--- config.mk ---
export PLATFORM = sky130hd
export DESIGN_NAME = regfile_sb
export DESIGN_NICKNAME = d
export VERILOG_FILES = /design/src/rtl/regfile_sb.sv
export SDC_FILE = /design/constraint.sdc
export NUM_CORES = 1
export LEC_CHECK = 0
export BUFFER_PORTS_ARGS = -buffer_cell sky130_fd_sc_hd__buf_2
export CAP_MARGIN = 30
export CORE_MARGIN = 2
export CORE_UTILIZATION = 45
export CTS_BUF_LIST = sky130_fd_sc_hd__clkbuf_2
export CTS_CLUSTER_SIZE = 30
export DETAILED_ROUTE_END_ITERATION = 8
export HOLD_SLACK_MARGIN = 0.03
export PLACE_DENSITY = 0.68
export SYNTH_ARGS = -nofsm -noshare
export SYNTH_HDL_FRONTEND = slang
export SYNTH_SLANG_ARGS = --single-unit
--- constraint.sdc ---
create_clock -name clk -period 8.81 [get_ports clk]
set_input_delay 0.4405 -clock clk [delete_from_list [all_inputs] [get_ports clk]]
set_output_delay 0.4405 -clock clk [all_outputs]
set_load 0.005 [all_outputs]
--- src/rtl/regfile_sb.sv ---
// Integer register file for the pipelined RISC-V core: NRD combinational read
// ports, one write port, x0 hardwired to zero, post-reset clear FSM, busy scoreboard.
module regfile_sb #(
  parameter int XLEN   = 32,
  parameter int NREG   = 32,
  parameter int AW     = 5,
  parameter int NRD    = 2,
  parameter int BYPASS = 1
) (
  input  logic                clk,
  input  logic                rst,
  output logic                init_done,
  input  logic [NRD*AW-1:0]   raddr,
  output logic [NRD*XLEN-1:0] rdata,
  output logic [NRD-1:0]      rbusy,
  input  logic                we,
  input  logic [AW-1:0]       waddr,
  input  logic [XLEN-1:0]     wdata,
  input  logic                iss_valid,
  input  logic [AW-1:0]       iss_rd,
  input  logic                flush
);

  typedef enum logic [0:0] {
    ST_CLEAR = 1'b0,
    ST_RUN   = 1'b1
  } state_e;

  localparam logic [AW-1:0] ADDR_ZERO = {AW{1'b0}};
  localparam logic [AW-1:0] ADDR_ONE  = AW'(1);
  localparam logic [AW-1:0] ADDR_LAST = AW'(NREG - 1);
  localparam logic          BYPASS_EN = (BYPASS != 0);

  state_e          state_q, state_d;
  logic [AW-1:0]   clr_idx_q, clr_idx_d;
  logic            init_done_q, init_done_d;
  logic [NREG-1:0] busy_q, busy_d;
  logic [XLEN-1:0] mem_q [NREG];

  logic            run;
  logic            mem_we;
  logic [AW-1:0]   mem_waddr;
  logic [XLEN-1:0] mem_wdata;

  assign run       = (state_q == ST_RUN);
  assign init_done = init_done_q;

  // Clear sequencer next state: walk x1..x[NREG-1], then settle in RUN.
  always_comb begin
    state_d     = state_q;
    clr_idx_d   = clr_idx_q;
    init_done_d = init_done_q;
    case (state_q)
      ST_CLEAR: begin
        clr_idx_d = clr_idx_q + ADDR_ONE;
        if (clr_idx_q == ADDR_LAST) begin
          state_d     = ST_RUN;
          init_done_d = 1'b1;
        end else begin
          state_d     = ST_CLEAR;
          init_done_d = 1'b0;
        end
      end
      ST_RUN: begin
        state_d     = ST_RUN;
        init_done_d = 1'b1;
      end
      default: begin
        state_d     = ST_CLEAR;
        clr_idx_d   = ADDR_ONE;
        init_done_d = 1'b0;
      end
    endcase
  end

  // Storage write mux: the clear sequencer owns the port until RUN.
  always_comb begin
    mem_we    = 1'b0;
    mem_waddr = waddr;
    mem_wdata = wdata;
    if (state_q == ST_CLEAR) begin
      mem_we    = 1'b1;
      mem_waddr = clr_idx_q;
      mem_wdata = {XLEN{1'b0}};
    end else begin
      mem_we    = we && (waddr != ADDR_ZERO);
      mem_waddr = waddr;
      mem_wdata = wdata;
    end
  end

  // Scoreboard next state: a new issue wins over flush, flush over writeback.
  always_comb begin
    busy_d = busy_q;
    if (run) begin
      for (int r = 1; r < NREG; r++) begin
        if (iss_valid && (iss_rd == AW'(r))) begin
          busy_d[r] = 1'b1;
        end else if (flush) begin
          busy_d[r] = 1'b0;
        end else if (we && (waddr == AW'(r))) begin
          busy_d[r] = 1'b0;
        end else begin
          busy_d[r] = busy_q[r];
        end
      end
    end else begin
      busy_d = {NREG{1'b0}};
    end
    busy_d[0] = 1'b0;
  end

  // Control state with asynchronous reset back into the clear sequence.
  always_ff @(posedge clk or posedge rst) begin
    if (rst) begin
      state_q     <= ST_CLEAR;
      clr_idx_q   <= ADDR_ONE;
      init_done_q <= 1'b0;
      busy_q      <= {NREG{1'b0}};
    end else begin
      state_q     <= state_d;
      clr_idx_q   <= clr_idx_d;
      init_done_q <= init_done_d;
      busy_q      <= busy_d;
    end
  end

  // Register storage carries no reset; the clear sequencer zeroes it instead.
  always_ff @(posedge clk) begin
    if (mem_we) begin
      mem_q[mem_waddr] <= mem_wdata;
    end
  end

  for (genvar i = 0; i < NRD; i++) begin : g_rd
    logic [AW-1:0]   ra;
    logic            fwd;
    logic [XLEN-1:0] rd_val;
    logic            rd_busy;

    assign ra  = raddr[i*AW +: AW];
    assign fwd = BYPASS_EN && we && (waddr == ra) && (ra != ADDR_ZERO);

    // Read port: a forwarded result is reported with its data and as ready.
    always_comb begin
      rd_val  = {XLEN{1'b0}};
      rd_busy = 1'b0;
      if (!run || (ra == ADDR_ZERO)) begin
        rd_val  = {XLEN{1'b0}};
        rd_busy = 1'b0;
      end else if (fwd) begin
        rd_val  = wdata;
        rd_busy = 1'b0;
      end else begin
        rd_val  = mem_q[ra];
        rd_busy = busy_q[ra];
      end
    end

    assign rdata[i*XLEN +: XLEN] = rd_val;
    assign rbusy[i]              = rd_busy;
  end

  regfile_sb_chk #(
    .NREG (NREG),
    .NRD  (NRD)
  ) u_chk (
    .clk       (clk),
    .rst       (rst),
    .run       (run),
    .init_done (init_done_q),
    .busy      (busy_q),
    .rbusy     (rbusy)
  );

endmodule

// Structural invariants of the register file, kept apart from the datapath.
module regfile_sb_chk #(
  parameter int NREG = 32,
  parameter int NRD  = 2
) (
  input logic            clk,
  input logic            rst,
  input logic            run,
  input logic            init_done,
  input logic [NREG-1:0] busy,
  input logic [NRD-1:0]  rbusy
);

  a_x0_never_busy: assert property (@(posedge clk) disable iff (rst) !busy[0])
    else $error("regfile_sb_chk: busy[0] set");

  a_done_tracks_run: assert property (@(posedge clk) disable iff (rst) init_done == run)
    else $error("regfile_sb_chk: init_done disagrees with state");

  a_clear_not_busy: assert property (@(posedge clk) disable iff (rst) run || (rbusy == {NRD{1'b0}}))
    else $error("regfile_sb_chk: rbusy during clear");

endmodule

==> flow_summary_export.csv <==
group,metric,value,unit
outcome,status,"complete, no violations",
run,drv_cap,0,
routing,wl_met2,77.65,mm
routing,wire_per_inst,33.71,um
worst_setup_path,r2r_setup_slack,4.44,ns
cts,cts_tree,"done",
power_and_ir_drop,p_leak,0.01913,uW
placement,placed_cell_area,53040,um2
logic_synthesis,ys_seq_area_share,62.17,%
cts,clkTransAtPathRegs,0.10,ns
logic_synthesis,syn_area_per_cell,17.24,um2
sta,worst_slew_pin_slew,1.129,ns
cts,clk_latency,1.60,ns
die,die-height,340.5,um
finish,mostFrequentLayoutCell,"edfxtp_1",
worst_setup_path,r2r_start,"init_done",
sta,fin_tns_setup,0,ns
global_route,gr-total-overflow,0,
die,die_w,340.5,um
power_and_ir_drop,pwr_density_cell,174.1,nW/um2
placement,dp_hpwl,91.89,mm
global_route,grt_pass1_wl,237.6,mm
logic_synthesis,ys.flop_type,"edfxtp_1",
min_path,hold_depth,4,
routing,maxUsedRoutingLayer,"met5",
logic_synthesis,synth_cell_types,65,
power_and_ir_drop,vdd_drop_max,0.1133,mV
worst_setup_path,crit_path_max_incr_delay,0.87,ns
routing,met1_length,58.14,mm
sta,drv_slew,0,
worst_setup_path,rr_worst_depth,6,
die,initial_utilization,45.35,%
worst_setup_path,path_cells,"buf_4, inv_1, a21oi_4, buf_4, o21ai_0, a31oi_1, buf_2",
routing,via_count,34162,
logic_synthesis,async_flop_share,3.487,%
logic_synthesis,syn-num-nets,3015,
min_path,hp-start,"wdata[5]",
global_route,grt_pass1_vias,34959,
sta,hold_violations,0,
logic_synthesis,synth_cells,2956,
routing,met3WireLength,22.22,mm
finish,nNetsFinal,3349,
finish,drive_gt1_share,31.28,%
routing,drc,0,
worst_setup_path,startpoint_type,"flop",
global_route,antenna_found_initial,8,
sta,slew_headroom,24.70,%
cts,h-tree-depth,5,
routing,first_pass_iters,6,
cts,clockBufferDepth,4,
logic_synthesis,synth_seq_cells,1061,
routing,viasPerCell,6.867,
worst_setup_path,crit_type,"reg2out",
sta,finalCriticalPeriod,5.964,ns
cts,cts_sinks,1061,
worst_setup_path,critical_path_required,8.37,ns
worst_setup_path,path_common_cell,"buf_4",
placement,place_ws,3.843,ns
sta,skew,0.2323,ns
sta,fmax,0.1677,GHz
worst_setup_path,end_kind,"output pin",
placement,io_buffer_count,123,
sta,fin_ws,2.846,ns
logic_synthesis,netlist_area,50950,um2
die,die_area,115900,um2
worst_setup_path,worst_r2r_endpoint,"mem_q[30][30]",
finish,syn_to_final_growth,10.50,%
placement,gp_congestion,0.8477,
routing,drt_iter0_drc,4483,
routing,wl,167.7,mm
sta,whs,0.1473,ns
worst_setup_path,critPathSlowestCell,"dfrtp_2",
global_route,grt_start_max_net_pins,110,
min_path,hold_class,"in2reg",
finish,final_cell_mix,"edfxtp_1 (1024), clkbuf_2 (381), mux2i_1 (379), mux4_2 (330), buf_2 (118)",
global_route,grt_use_total,28.55,%
cts,ctsRootBufferMaster,"clkbuf_2",
logic_synthesis,yosysWarnings,0,
die,core_area,112300,um2
logic_synthesis,synth-edff-count,1024,
cts,cts_made_buffers,280,
die,boundaryPins,124,
die,rows,123,
min_path,hold_end,"mem_q[20][5]",
sta,period_share,67.70,%
finish,fin_area,56300,um2
worst_setup_path,arrival,5.52,ns
sta,setup_violations,0,
sta,rsz0062_at_grt,"false",
routing,ant_nets,0,
worst_setup_path,cp_max_fo,34,
==> metal layers <==
| layer | GRT usage (%) | vias to the layer above |
|---|---|---|
| met4 | 15.54 | 6 |
| li1 | - | 13384 |
| met3 | 7.943 | 636 |
| met2 | 44.82 | 2733 |
| met5 | 0 | - |
| met1 | 36.10 | 17403 |
==> state kept, by name (all words and copies together), names as in the netlist <==
register   cells
busy_q        31
init_done      1
mem_q       1024
clr_idx_q      5
==> what timing repair did <==
action | CTS | global route
setup buffers | 0 | 0
hold buffers | 80 | 0
hold endpoints to repair | 1179 | 0
gates resized for setup | 0 | 0
==> cells in the mapped netlist, types with 4 or more instances <==
library cell,count,area (um2)
mux2_2,60,675.7
buf_12,6,120.1
o22a_1,42,367.9
a221oi_1,111,972.2
o211ai_1,60,450.4
inv_1,6,22.52
o221ai_1,35,306.5
nand2_1,97,364.1
mux4_2,330,7432
buf_6,28,315.3
o21ai_1,16,80.08
buf_1,11,41.29
xnor2_1,11,96.34
o21ai_0,68,340.3
nor3_1,4,20.02
o2111ai_1,17,148.9
a31oi_1,64,400.4
nor2b_1,10,62.56
nor2_1,75,281.5
edfxtp_1,1024,30750
o22ai_1,45,281.5
buf_8,8,120.1
nand4_1,4,25.02
and2_1,32,200.2
buf_2,64,320.3
clkbuf_1,91,341.6
buf_4,42,315.3
a21oi_1,4,20.02
nand2b_1,12,75.07
dfrtp_1,36,900.9
a22oi_1,33,247.7
a22o_1,36,315.3
nand3_1,14,70.07
or3_1,16,100.1
mux2i_1,379,3794
a32o_1,19,190.2
==> worst max-delay path by stage <==
stage / start / endpoint / slack, ns / cells past startpoint
floorplan: waddr[1] / mem_q[10][0] / 5.60 / 5
global placement: raddr[0] / rdata[16] / 3.67 / 8
finish: init_done / rdata[16] / 2.85 / 7
global route: init_done / rdata[16] / 2.82 / 7
CTS: init_done / rdata[16] / 2.94 / 7
detailed placement: raddr[0] / rdata[16] / 3.84 / 9
==> power breakdown <==
part / switching (uW) / total (uW) / internal [uW]
logic: 646 / 1030 / 379
clock network: 2010 / 3230 / 1220
registers: 5.25 / 5550 / 5540
total: 2660 / 9800 / 7140
==> worst max-delay path: cells and delay by family, from the launching register on <==
kind	cells	cell delay, ns
compound gates	3	1.31
flops	1	0.87
buf+inv	4	1.92
==> through the flow <==
stage	util, %	std cells	total power, uW
floorplan	-	2956	6276
CTS	49.95	4960	9802
global placement	47.13	4415	6599
detailed placement	47.21	4419	6624
finish	50.12	4975	9800
global route	50.11	4972	10130
==> layout make-up <==
type	instances	area, um2
Antenna cell	6	15.01
Clock buffer	381	1907
Clock inverter	80	369.1
Fill cell	9253	56040
Inverter	8	30.03
Multi-Input combinational cell	1635	18010
Sequential cell	1061	31680
Tap cell	1500	1877
Timing Repair Buffer	304	2415
==> cell families after synthesis <==
group	Yosys count	synth area share [%]
xor gates and xnor gates	11	0.1891
DFF	1061	62.17
AOI/OAI and AO/OA	571	8.442
and+or+nand+nor	282	2.615
muxes	769	23.36
buffers and inverters	260	3.178
adders and majority gates	2	0.04910
Power figures use the tool's default switching activity.
